--- src/rtl/conv_seq_pkg.sv ---
// conv_seq_pkg -- shared types and helpers for the conversion sequencer.
//   conv_seq_state_t : sequencer state encoding
//   idx_width()      : index width for a given item count (minimum 1 bit)
package conv_seq_pkg;

    typedef enum logic [2:0] {
        S_IDLE,
        S_ARMED,
        S_READ,
        S_LOAD,
        S_COUNT,
        S_STORE,
        S_WRITE,
        S_FIN
    } conv_seq_state_t;

    function automatic int unsigned idx_width(input int unsigned n);
        return (n <= 1) ? 1 : $clog2(n);
    endfunction

endpackage

--- src/rtl/conv_sequencer_if.sv ---
// conv_sequencer_if -- control bundle between the conversion sequencer and
// the datapath / requester.
//   start, cnt_done                     : requester/datapath -> sequencer
//   read_data, ldn, en_c, store_num,
//   write_to_file                       : sequencer -> datapath strobes
//   item_idx, busy, done, error         : sequencer status
// Modports: master = sequencer side, slave = datapath/requester side.
interface conv_sequencer_if
    import conv_seq_pkg::*;
#(
    parameter int unsigned NUM_ITEMS = 8
);

    localparam int unsigned IDX_W = idx_width(NUM_ITEMS);

    logic             start;
    logic             cnt_done;
    logic             read_data;
    logic             ldn;
    logic             en_c;
    logic             store_num;
    logic             write_to_file;
    logic [IDX_W-1:0] item_idx;
    logic             busy;
    logic             done;
    logic             error;

    modport master (
        input  start, cnt_done,
        output read_data, ldn, en_c, store_num, write_to_file,
        output item_idx, busy, done, error
    );

    modport slave (
        output start, cnt_done,
        input  read_data, ldn, en_c, store_num, write_to_file,
        input  item_idx, busy, done, error
    );

endinterface

--- src/rtl/conv_seq_watchdog.sv ---
// conv_seq_watchdog -- count-phase timeout counter.
//   clk, rst : clock, synchronous active-high reset
//   clr      : restart the count (asserted the cycle before COUNT entry)
//   en       : count this cycle (asserted while in COUNT)
//   expired  : MAX_CYCLES enabled cycles have elapsed, this one included
// Only built when CONV_SEQ_TIMEOUT_EN is defined; otherwise this file is empty.
`ifdef CONV_SEQ_TIMEOUT_EN
module conv_seq_watchdog
    import conv_seq_pkg::*;
#(
    parameter int unsigned MAX_CYCLES = 32
) (
    input  logic clk,
    input  logic rst,
    input  logic clr,
    input  logic en,
    output logic expired
);

    localparam int unsigned CW = idx_width(MAX_CYCLES);

    logic [CW-1:0] cnt;

    // Combinational so the FSM can leave COUNT on the MAX_CYCLES-th cycle.
    assign expired = en && (cnt == CW'(MAX_CYCLES - 1));

    always_ff @(posedge clk) begin
        if (rst || clr) begin
            cnt <= '0;
        end else if (en && !expired) begin
            cnt <= cnt + CW'(1);
        end
    end

endmodule
`endif

--- src/rtl/conv_sequencer.sv ---
// conv_sequencer -- control FSM for the number-conversion datapath.
// On an accepted start pulse (high then low) it walks NUM_ITEMS words through
// READ -> LOAD -> COUNT -> STORE -> WRITE, then pulses done from FIN.
//   clk, rst : clock, synchronous active-high reset
//   bus      : conv_sequencer_if.master (start/cnt_done in, strobes and
//              item_idx/busy/done/error out)
// Option: CONV_SEQ_TIMEOUT_EN adds a COUNT-phase watchdog of MAX_CYCLES cycles;
// on expiry error is set and the batch is abandoned through FIN. Without it
// COUNT waits indefinitely and error is tied low.
module conv_sequencer
    import conv_seq_pkg::*;
#(
    parameter int unsigned NUM_ITEMS  = 8,
    parameter int unsigned MAX_CYCLES = 32
) (
    input  logic             clk,
    input  logic             rst,
    conv_sequencer_if.master bus
);

    localparam int unsigned    IDX_W    = idx_width(NUM_ITEMS);
    localparam logic [IDX_W-1:0] LAST_IDX = IDX_W'(NUM_ITEMS - 1);

    if (NUM_ITEMS < 1 || MAX_CYCLES < 1) begin : g_param_check
        $error("conv_sequencer: NUM_ITEMS and MAX_CYCLES must be >= 1");
    end

    conv_seq_state_t  state;
    logic [IDX_W-1:0] idx_q;
    logic             read_q;
    logic             ldn_q;
    logic             store_q;
    logic             write_q;
    logic             busy_q;
    logic             done_q;

`ifdef CONV_SEQ_TIMEOUT_EN
    logic error_q;
    logic timeout;

    conv_seq_watchdog #(
        .MAX_CYCLES (MAX_CYCLES)
    ) u_watchdog (
        .clk     (clk),
        .rst     (rst),
        .clr     (state == S_LOAD),
        .en      (state == S_COUNT),
        .expired (timeout)
    );

    assign bus.error = error_q;
`else
    assign bus.error = 1'b0;
`endif

    // Moore strobes are registered with the state they belong to, so each
    // output register is loaded on the transition into its state.
    assign bus.read_data     = read_q;
    assign bus.ldn           = ldn_q;
    assign bus.store_num     = store_q;
    assign bus.write_to_file = write_q;
    assign bus.busy          = busy_q;
    assign bus.done          = done_q;
    assign bus.item_idx      = idx_q;

    // Counter enable is the only Mealy output: low on the cycle cnt_done arrives.
    assign bus.en_c = (state == S_COUNT) && !bus.cnt_done;

    always_ff @(posedge clk) begin
        if (rst) begin
            state   <= S_IDLE;
            idx_q   <= '0;
            read_q  <= 1'b0;
            ldn_q   <= 1'b0;
            store_q <= 1'b0;
            write_q <= 1'b0;
            busy_q  <= 1'b0;
            done_q  <= 1'b0;
`ifdef CONV_SEQ_TIMEOUT_EN
            error_q <= 1'b0;
`endif
        end else begin
            read_q  <= 1'b0;
            ldn_q   <= 1'b0;
            store_q <= 1'b0;
            write_q <= 1'b0;
            busy_q  <= 1'b0;
            done_q  <= 1'b0;

            unique case (state)
                S_IDLE: begin
                    if (bus.start) begin
                        state <= S_ARMED;
                    end
                end
                S_ARMED: begin
                    if (!bus.start) begin
                        state  <= S_READ;
                        idx_q  <= '0;
                        read_q <= 1'b1;
                        busy_q <= 1'b1;
`ifdef CONV_SEQ_TIMEOUT_EN
                        error_q <= 1'b0;
`endif
                    end
                end
                S_READ: begin
                    state  <= S_LOAD;
                    ldn_q  <= 1'b1;
                    busy_q <= 1'b1;
                end
                S_LOAD: begin
                    state  <= S_COUNT;
                    busy_q <= 1'b1;
                end
                S_COUNT: begin
                    if (bus.cnt_done) begin
                        state   <= S_STORE;
                        store_q <= 1'b1;
                        busy_q  <= 1'b1;
                    end
`ifdef CONV_SEQ_TIMEOUT_EN
                    else if (timeout) begin
                        // Abandon the rest of the batch; done still pulses.
                        state   <= S_FIN;
                        error_q <= 1'b1;
                        done_q  <= 1'b1;
                    end
`endif
                    else begin
                        busy_q <= 1'b1;
                    end
                end
                S_STORE: begin
                    state   <= S_WRITE;
                    write_q <= 1'b1;
                    busy_q  <= 1'b1;
                end
                S_WRITE: begin
                    if (idx_q == LAST_IDX) begin
                        state  <= S_FIN;
                        done_q <= 1'b1;
                    end else begin
                        state  <= S_READ;
                        idx_q  <= idx_q + IDX_W'(1);
                        read_q <= 1'b1;
                        busy_q <= 1'b1;
                    end
                end
                S_FIN: begin
                    state <= S_IDLE;
                end
                default: begin
                    state <= S_IDLE;
                end
            endcase
        end
    end

endmodule

--- src/flat_wrapper.sv ---
// flat-port wrapper written by rule: the top's interface ports become plain ports
module conv_sequencer_flat import conv_seq_pkg::*;
#(
    parameter int unsigned NUM_ITEMS  = 8,
    parameter int unsigned MAX_CYCLES = 32
)
  (clk, rst, bus_start, bus_cnt_done, bus_read_data, bus_ldn, bus_en_c, bus_store_num, bus_write_to_file, bus_item_idx, bus_busy, bus_done, bus_error);
  conv_sequencer_if #(.NUM_ITEMS(NUM_ITEMS)) bus_i ();
  input  logic clk;
  input  logic rst;
  input wire logic [$bits(bus_i.start)-1:0] bus_start;
  input wire logic [$bits(bus_i.cnt_done)-1:0] bus_cnt_done;
  output wire logic [$bits(bus_i.read_data)-1:0] bus_read_data;
  output wire logic [$bits(bus_i.ldn)-1:0] bus_ldn;
  output wire logic [$bits(bus_i.en_c)-1:0] bus_en_c;
  output wire logic [$bits(bus_i.store_num)-1:0] bus_store_num;
  output wire logic [$bits(bus_i.write_to_file)-1:0] bus_write_to_file;
  output wire logic [$bits(bus_i.item_idx)-1:0] bus_item_idx;
  output wire logic [$bits(bus_i.busy)-1:0] bus_busy;
  output wire logic [$bits(bus_i.done)-1:0] bus_done;
  output wire logic [$bits(bus_i.error)-1:0] bus_error;
  assign bus_i.start = bus_start;
  assign bus_i.cnt_done = bus_cnt_done;
  assign bus_read_data = bus_i.read_data;
  assign bus_ldn = bus_i.ldn;
  assign bus_en_c = bus_i.en_c;
  assign bus_store_num = bus_i.store_num;
  assign bus_write_to_file = bus_i.write_to_file;
  assign bus_item_idx = bus_i.item_idx;
  assign bus_busy = bus_i.busy;
  assign bus_done = bus_i.done;
  assign bus_error = bus_i.error;
  conv_sequencer #(.NUM_ITEMS(NUM_ITEMS), .MAX_CYCLES(MAX_CYCLES)) u_core (.clk(clk), .rst(rst), .bus(bus_i));
endmodule
--- config.mk ---
export PLATFORM = sky130hd
export DESIGN_NAME = conv_sequencer_flat
export DESIGN_NICKNAME = d
export VERILOG_FILES = /design/src/rtl/conv_seq_pkg.sv /design/src/rtl/conv_sequencer_if.sv /design/src/rtl/conv_seq_watchdog.sv /design/src/rtl/conv_sequencer.sv /design/src/flat_wrapper.sv
export SDC_FILE = /design/constraint.sdc
export NUM_CORES = 1
export LEC_CHECK = 0
export ABC_AREA = 1
export ABC_CLOCK_PERIOD_IN_PS = 1600
export BUFFER_PORTS_ARGS = -buffer_cell sky130_fd_sc_hd__buf_4
export CAP_MARGIN = 15
export CORE_AREA = 2 2 39 41
export DETAILED_ROUTE_END_ITERATION = 10
export DIE_AREA = 0 0 41 43
export PLACE_DENSITY_LB_ADDON = 0.1
export SLEW_MARGIN = 0
export SYNTH_ARGS = -nofsm -noshare
export SYNTH_HDL_FRONTEND = slang
export SYNTH_HIERARCHICAL = 1
export SYNTH_SLANG_ARGS = --single-unit
--- constraint.sdc ---
create_clock -name clk -period 1.6 [get_ports clk]
set_input_delay 0.08 -clock clk [delete_from_list [all_inputs] [get_ports clk]]
set_output_delay 0.08 -clock clk [all_outputs]
set_load 0.02 [all_outputs]
==> flow_metrics.py, run 1 <==
metrics = {
    "synth": {
        "yosys_warnings": 6,
        "avgSynthCellArea_sq_um": 7.75,
        "syn-num-nets": 73,
        "synth_cells": 67,
        "ys_ff_latch": 12,
        "synth_area_sq_um": 519,
        "synth.distinct_cells": 20,
        "yosysSeqAreaShare_pct": 46.3,
    },
    "pwr": {
        "p_leak_nw": 0.347,
        "p_per_area_nw_per_um2": 984,
        "power_mw": 0.647,
        "vdd_drop_max_v": 0.000481,
    },
    "sta": {
        "slew_violations": 0,
        "fin_crit_ns": 1.32,
        "rsz0062_at_grt": "false",
        "hold_viol": 0,
        "fin_tns_setup_ns": 0,
        "fin_crit_sh_pct": 82.7,
        "setup_viol": 0,
        "clock_skew_ns": 0.00422,
        "fmax_ghz": 0.756,
    },
    "grt": {
        "grt-ovfl-total": 0,
        "antenna_found_initial": 0,
        "grt_max_degree": 10,
        "grt_pass1_vias": 388,
        "grt.total_usage_pct": 13.5,
        "grt_pass1_wl_mm": 1.59,
    },
    "routing": {
        "drt_wl_total_microns": 903,
        "dr.pass1.iters": 4,
        "drc": 0,
        "antenna_left": 0,
        "vias_per_cell": 4.80,
        "routedLengthMet1_microns": 401,
        "drt-initial-drc-count": 7,
        "dr_total_vias": 466,
        "wl_per_cell_microns": 9.31,
        "wl_met3_microns": 65,
        "routed-wl-met2_microns": 436,
        "top_layer_used": "met3",
    },
    "critical_path": {
        "crit_path_start_kind": "register",
        "required_ns": 1.80,
        "crit_arrival_ns": 1.52,
        "cp-end-kind": "register",
        "crit_type": "register to register",
        "path_max_fanout": 6,
    },
    "outcome": {
        "status": "finished, final reports clean",
    },
    "die": {
        "die_y_microns": 43,
        "die_x_microns": 41,
        "rows": 14,
        "core_region_area_sq_um": 1380,
        "start_util_pct": 37.5,
        "ios": 15,
        "fp.dieArea_sq_um": 1760,
    },
    "clock_network": {
        "hold_buffers": 0,
        "clk_pin_slew_worst_paths_ns": 0.07,
        "cts_buffer_depth": 2,
        "cts_resized": 0,
        "cts_sinks": 12,
        "htreeDepth": 1,
        "clock-root-buffer": "clkbuf_4",
        "cts_buffers": 3,
        "post_cts_buffers": 0,
        "clkLatencyLatePin_ns": 0.27,
        "tritoncts": "yes",
    },
    "final_layout": {
        "final_cell_mix": "buf_4 (13), nand3_1 (12), dfxtp_1 (12)",
        "area_growth_pct": 26.5,
        "drive_gt1_share_pct": 27.2,
        "nNetsFinal": 88,
        "diodes": 0,
        "final_common_cell": "buf_4",
    },
    "place": {
        "portBuffers": 13,
        "gp_congestion": 0.773,
        "hpwlAfterDp_microns": 697,
    },
    "min_path": {
        "hold_path.class": "primary input to register",
    },
    "run": {
        "drv_cap": 0,
    },
}
[logic make-up after synthesis]
kind of cell	after synthesis	share of synthesized area [%]
fa+ha+maj	2	4.82
other cells	1	0.722
simple gates	31	29.6
compound gates	7	7.47
buf+inv	14	11.1
flops	12	46.3
[synthesized netlist by cell type]
master / n / area, sq um
buf_2: 1 / 5.00
conb_1: 1 / 3.75
clkinv_1: 1 / 3.75
nand2_1: 7 / 26.3
nand4_2: 1 / 12.5
nor4_1: 2 / 12.5
nor3_2: 1 / 10.0
a31oi_1: 1 / 6.26
nor2_2: 1 / 6.26
inv_1: 8 / 30.0
o21a_1: 1 / 7.51
nand3_1: 12 / 60.1
inv_2: 2 / 7.51
buf_4: 1 / 7.51
ha_1: 2 / 25.0
a21oi_1: 4 / 20.0
nor2_1: 7 / 26.3
clkbuf_1: 1 / 3.75
dfxtp_1: 12 / 240
o21ai_1: 1 / 5.00
[state kept, by name (all words and copies together), names as in the netlist]
register and cells:
u_core/bus.read_data 1, u_core/bus.ldn 1, u_core/bus.item_idx 3, u_core/bus.store_num 1
u_core/state 3, u_core/bus.busy 1, u_core/bus.done 1, u_core/bus.write_to_file 1
[final cells by class]
| type | instances | area, sq um |
|---|---|---|
| Tap cell | 16 | 20.0 |
| Multi-Input combinational cell | 41 | 221 |
| Sequential cell | 12 | 240 |
| Clock buffer | 4 | 36.3 |
| Timing Repair Buffer | 13 | 97.6 |
| Inverter | 11 | 41.3 |
| Fill cell | 132 | 727 |
[through the flow]
step                      hold slack [ns]  setup slack (ns)  util (%)  instances  instance area, sq um
after floorplan                     0.219             0.286         -         67                   519
after global placement              0.330             0.323      44.8         93                   621
after detailed placement            0.332             0.285      44.8         93                   621
after CTS                          0.0395             0.269      47.5         97                   657
after global routing               0.0392             0.104      47.5         97                   657
final                              0.0454             0.277      47.5         97                   657
[report_power, final]
part / internal (mW) / total, mW / switching, mW
Clock: 0.138 / 0.231 / 0.0931
Combinational: 0.0338 / 0.0876 / 0.0537
Sequential: 0.312 / 0.328 / 0.0158
Total: 0.484 / 0.647 / 0.163
[critical path, cell delays in order, from the launching register on]
cell and delay, ns:
dfxtp_1 0.33, ha_1 0.20, ha_1 0.19, inv_1 0.08
nand4_2 0.17, clkinv_1 0.10, nand2_1 0.05, a21oi_1 0.13
[path summary, 6_finish.rpt]
kind,slack [ns],cells past startpoint,end,from
worst max-delay path,0.28,7,u_core/bus.item_idx[2],u_core/bus.item_idx[0]
worst min-delay path,0.05,2,u_core/bus.store_num,rst
worst max register to register,0.28,7,u_core/bus.item_idx[2],u_core/bus.item_idx[0]
worst min register to register,0.49,1,u_core/bus.item_idx[0],u_core/bus.item_idx[0]
[layer usage]
layer,up-vias,track usage (%)
li1,245,-
met1,208,17.8
met2,13,16.9
met3,0,7.85
met4,0,6.67
met5,-,0
Note: power is estimated with default switching activity, not from simulation.
==> inputs of run 2 (changes only) <==
Settings changed: ABC_CLOCK_PERIOD_IN_PS 1600 to 1100.
Clock period 1.6 ns to 1.1 ns, I/O delays scaled along.
==> run 2 against run 1 <==
Effect of this change:
- clock skew rose by 0.0026 ns
- largest cell class is now multi-input gates
- the flow now finishes with violations (negative setup slack)
- core utilization up 15 points
- largest power group unchanged
- critical path type unchanged
- register-to-register slack worse by 0.32 ns
- sequential power grew 42%
==> flow_metrics.py, run 2 (same netlist as run 1, synthesis figures left out) <==
metrics = {
    "outcome": {
        "status": "complete, but fails checks",
        "violations": "negative setup slack",
    },
    "critical_path": {
        "crit_arrival_ns": 1.32,
        "r2r_slack_ns": -0.04,
        "crit_path_start_kind": "register",
        "cp-end-kind": "register",
        "crit_type": "register to register",
        "path_max_fanout": 6,
        "worstPathCellList": "buf_4 -> buf_4 -> nand4_4 -> nand2_1 -> o21a_1",
        "crit_family": "flip-flops",
        "crit_path_frequent_cell": "buf_4",
        "cp_slowest_cell": "dfxtp_4",
        "required_ns": 1.28,
        "max_stage_delay_ns": 0.36,
        "crit_buf_inv": 2,
    },
    "die": {
        "core_region_area_sq_um": 1380,
        "fp.dieArea_sq_um": 1760,
        "die_y_microns": 43,
        "start_util_pct": 37.5,
        "ios": 15,
        "die_x_microns": 41,
        "rows": 14,
    },
    "final_layout": {
        "area_growth_pct": 66.7,
        "regArea_sq_um": 255,
        "nNetsFinal": 102,
        "final_cell_mix": "buf_4 (25), nand3_1 (8), nand2_1 (7)",
        "final_util_pct": 62.6,
        "n_fill_cell": 127,
        "diodes": 0,
        "drive_gt1_share_pct": 56.8,
        "layoutNonFillerInstCount": 111,
        "multi_input_comb_area_sq_um": 308,
        "final_common_cell": "buf_4",
        "finish.instance_area_sq_um": 866,
    },
    "sta": {
        "fmax_ghz": 0.873,
        "slew_violations": 0,
        "hold_viol": 0,
        "fin_crit_ns": 1.14,
        "holdWs_ns": 0.0526,
        "setup_viol": 5,
        "fin_crit_sh_pct": 104,
        "clock_skew_ns": 0.00685,
        "rsz0062_at_grt": "true",
        "postLayoutSetupSlackWorst_ns": -0.0449,
    },
    "run": {
        "drv_cap": 0,
    },
    "routing": {
        "dr_total_vias": 531,
        "drt-initial-drc-count": 8,
        "antenna_left": 0,
        "drc": 0,
        "wl_per_cell_microns": 11.4,
        "vias_per_cell": 4.78,
        "dr.pass1.iters": 3,
        "drt_wl_total_mm": 1.26,
    },
    "place": {
        "gp_congestion": 0.739,
        "place_inst": 102,
        "placed_cell_area_sq_um": 732,
        "hpwlAfterDp_microns": 821,
        "portBuffers": 13,
    },
    "clock_network": {
        "cts_buffer_depth": 2,
        "htreeDepth": 1,
        "clkLatencyLatePin_ns": 0.27,
        "clock-root-buffer": "clkbuf_4",
        "clk_pin_slew_worst_paths_ns": 0.08,
        "cts_buffers": 3,
        "tritoncts": "yes",
        "cts_sinks": 12,
    },
    "grt": {
        "grt_pass1_wl_mm": 1.75,
        "grt.total_usage_pct": 15.4,
        "grt_pass1_vias": 441,
        "grt_max_degree": 10,
        "antenna_found_initial": 0,
        "grt-ovfl-total": 0,
    },
    "pwr": {
        "power_mw": 0.994,
        "vdd_drop_max_v": 0.000594,
        "p_leak_nw": 0.400,
        "p_per_area_nw_per_um2": 1150,
    },
    "min_path": {
        "hold_path.class": "primary input to register",
    },
}
run 2: final timing paths:
check / from / to / cells after the start
setup reg to reg: u_core/state[1] / u_core/bus.busy / 5
setup / recovery: u_core/state[1] / u_core/bus.busy / 5
hold reg to reg: u_core/state[2] / u_core/bus.store_num / 2
hold / removal: bus_cnt_done / u_core/bus.store_num / 3
run 2: metrics by stage:
step / TNS (ns) / setup WS, ns
6_report: -0.143 / -0.0449
2_1_floorplan: -0.0546 / -0.0222
5_1_grt: -0.494 / -0.103
3_3_place_gp: -0.0267 / -0.0171
4_1_cts: -0.126 / -0.0395
3_5_place_dp: -0.0935 / -0.0305
run 2: layer usage:
layer / GRT usage, % / part of all wire, % / vias up
met1: 16.9 / 42 / 245
met3: 9.42 / 5.2 / 2
met4: 6.00 / 0.79 / 0
li1: - / - / 272
met2: 23.1 / 52 / 12
met5: 0 / 0 / -
run 2: layout make-up:
cell class / instances / area share (%)
clock inverter: 1 / 0.434
tap: 16 / 2.31
sequential: 12 / 29.5
timing repair buffer: 27 / 24.1
multi-input combinational: 41 / 35.5
inverter: 11 / 5.49
clock buffer: 3 / 2.60
run 2: power by group:
part | internal [mW] | switching [mW] | leakage [nW]
combinational | 0.114 | 0.138 | 0.284
sequential | 0.451 | 0.0151 | 0.101
clock | 0.131 | 0.145 | 0.0154
total | 0.696 | 0.297 | 0.400
run 2: tightest hold or removal path, delay by kind of cell:
family                 cells  cell delay, ns
buffers and inverters      1            0.11
and+or+nand+nor            2            0.12
run 2: what timing repair did:
action / in CTS / in global routing
pin swaps: 2 / 2
endpoints found under the hold margin: 0 / 1
endpoints found under the setup margin: 5 / 10
hold buffers: 0 / 1
setup buffers: 3 / 2
gates resized for setup: 9 / 11
==> inputs of run 3 (changes only) <==
Settings changed: SKIP_LAST_GASP set to 1.
==> run 3 against run 2 <==
Effect of this change:
- the run still ends with negative setup slack left
- clock skew hardly changed
- setup slack better by 0.0021 ns
- combinational power shrank 2%
- first-iteration DRC count rose by 38%
- sequential cell count did not move
- final cell count is the same
- register-to-register slack about the same
- critical path depth unchanged
- sequential share of layout area increased by 0.17 points
- design area is 0.58% lower
- non-clock buffer count unchanged
- global-route usage is the same
- largest cell class unchanged
- highest routed layer unchanged
==> flow_metrics.py, run 3 (same netlist as run 1, synthesis figures left out) <==
metrics = {
    "sta": {
        "fmax_ghz": 0.875,
        "rsz0062_at_grt": "true",
        "clock_skew_ns": 0.00711,
        "fin_crit_ns": 1.14,
        "setup_viol": 5,
        "fin_crit_sh_pct": 104,
        "postLayoutSetupSlackWorst_ns": -0.0428,
        "slew_violations": 0,
        "fin_tns_setup_ns": -0.136,
        "hold_viol": 0,
    },
    "clock_network": {
        "cts_buffer_depth": 2,
        "clkLatencyLatePin_ns": 0.27,
        "tritoncts": "yes",
        "cts_buffers": 3,
        "clock-root-buffer": "clkbuf_4",
        "cts_sinks": 12,
        "clk_pin_slew_worst_paths_ns": 0.08,
        "htreeDepth": 1,
    },
    "final_layout": {
        "final_util_pct": 62.2,
        "finish.instance_area_sq_um": 861,
        "n_fill_cell": 129,
        "diodes": 0,
        "drive_gt1_share_pct": 55.8,
        "multi_input_comb_area_sq_um": 303,
        "nNetsFinal": 102,
        "area_growth_pct": 65.8,
        "regArea_sq_um": 255,
        "final_common_cell": "buf_4",
        "final_cell_mix": "buf_4 (25), nand3_1 (9), nand2_1 (7)",
    },
    "grt": {
        "grt-ovfl-total": 0,
        "grt_pass1_wl_mm": 1.75,
        "grt_max_degree": 10,
        "antenna_found_initial": 0,
        "grt.total_usage_pct": 15.4,
        "grt_pass1_vias": 441,
    },
    "outcome": {
        "status": "complete, but fails checks",
        "violations": "negative setup slack",
    },
    "die": {
        "fp.dieArea_sq_um": 1760,
        "die_y_microns": 43,
        "rows": 14,
        "core_region_area_sq_um": 1380,
        "ios": 15,
        "start_util_pct": 37.5,
        "die_x_microns": 41,
    },
    "routing": {
        "vias_per_cell": 4.83,
        "antenna_left": 0,
        "drt-initial-drc-count": 11,
        "dr.pass1.iters": 3,
        "wl_per_cell_microns": 11.2,
        "drt_wl_total_mm": 1.24,
        "drc": 0,
        "dr_total_vias": 536,
    },
    "run": {
        "drv_cap": 0,
    },
    "place": {
        "hpwlAfterDp_microns": 821,
        "portBuffers": 13,
        "gp_congestion": 0.739,
        "pre_cts_slack_ns": -0.0305,
        "placed_cell_area_sq_um": 732,
    },
    "pwr": {
        "p_clk_share_pct": 27.8,
        "pwr-share-comb_pct": 25.1,
        "pwr-share-seq_pct": 47.1,
        "p_leak_nw": 0.398,
        "power_mw": 0.989,
        "swShare_pct": 29.7,
        "switchingPower_mw": 0.294,
        "power.internal_mw": 0.695,
        "vdd_drop_max_v": 0.000583,
        "p_per_area_nw_per_um2": 1150,
    },
    "min_path": {
        "hold_path.class": "primary input to register",
    },
    "critical_path": {
        "cp-end-kind": "register",
        "crit_arrival_ns": 1.32,
        "required_ns": 1.27,
        "crit_type": "register to register",
        "path_max_fanout": 6,
        "crit_path_start_kind": "register",
    },
}
==> run 3: cell counts in the layout (fill, tap and decap cells not counted) <==
No cell type changed its count.
==> run 3: per-layer routing <==
metal	wire (microns)	global-route usage, %	share of wire [%]	up-vias
met4	10	6.00	0.81	0
li1	-	-	-	274
met1	513	16.9	41	248
met2	650	23.1	52	12
met3	65	9.42	5.2	2
met5	0	0	0	-
==> run 3: worst paths after layout <==
check,start,to,slack (ns),cells past startpoint
max reg2reg,u_core/state[1],u_core/bus.busy,-0.04,5
max,u_core/state[1],u_core/bus.busy,-0.04,5
min reg2reg,u_core/state[2],u_core/bus.store_num,0.52,2
min,bus_cnt_done,u_core/bus.store_num,0.05,3
==> run 3: final cells by class <==
cell class | instances | area share (%)
Clock buffer | 3 | 2.62
Inverter | 11 | 5.52
Timing Repair Buffer | 27 | 24.3
Multi-Input combinational cell | 41 | 35.2
Clock inverter | 1 | 0.436
Sequential cell | 12 | 29.7
Tap cell | 16 | 2.33
==> run 3: power groups by stage <==
stage / registers [mW] / clock network, mW / logic (mW)
finish: 0.466 / 0.275 / 0.248
global route: 0.469 / 0.320 / 0.267
CTS: 0.464 / 0.291 / 0.219
detailed placement: 0.474 / 0 / 0.179
global placement: 0.474 / 0 / 0.179
floorplan: 0.488 / 0 / 0.0897
==> run 3: critical path, stage by stage (launching register included) <==
cell and delay [ns]:
dfxtp_4 0.36, buf_4 0.16, buf_4 0.14, nand4_4 0.12, nand2_1 0.10, o21a_1 0.17
==> run 3: per-stage QoR <==
| stage | cells | hold slack, ns |
|---|---|---|
| global route | 111 | 0.0530 |
| floorplan | 67 | 0.194 |
| CTS | 108 | 0.00200 |
| finish | 111 | 0.0507 |
| global placement | 102 | 0.307 |
| detailed placement | 102 | 0.305 |
==> run 3: repair_timing <==
action / 4_1_cts / 5_1_grt
hold endpoints to repair: 0 / 1
pin swaps: 2 / 2
endpoints found under the setup margin: 5 / 10
hold buffers: 0 / 1
gates resized for setup: 9 / 10
buffers inserted: 3 / 2
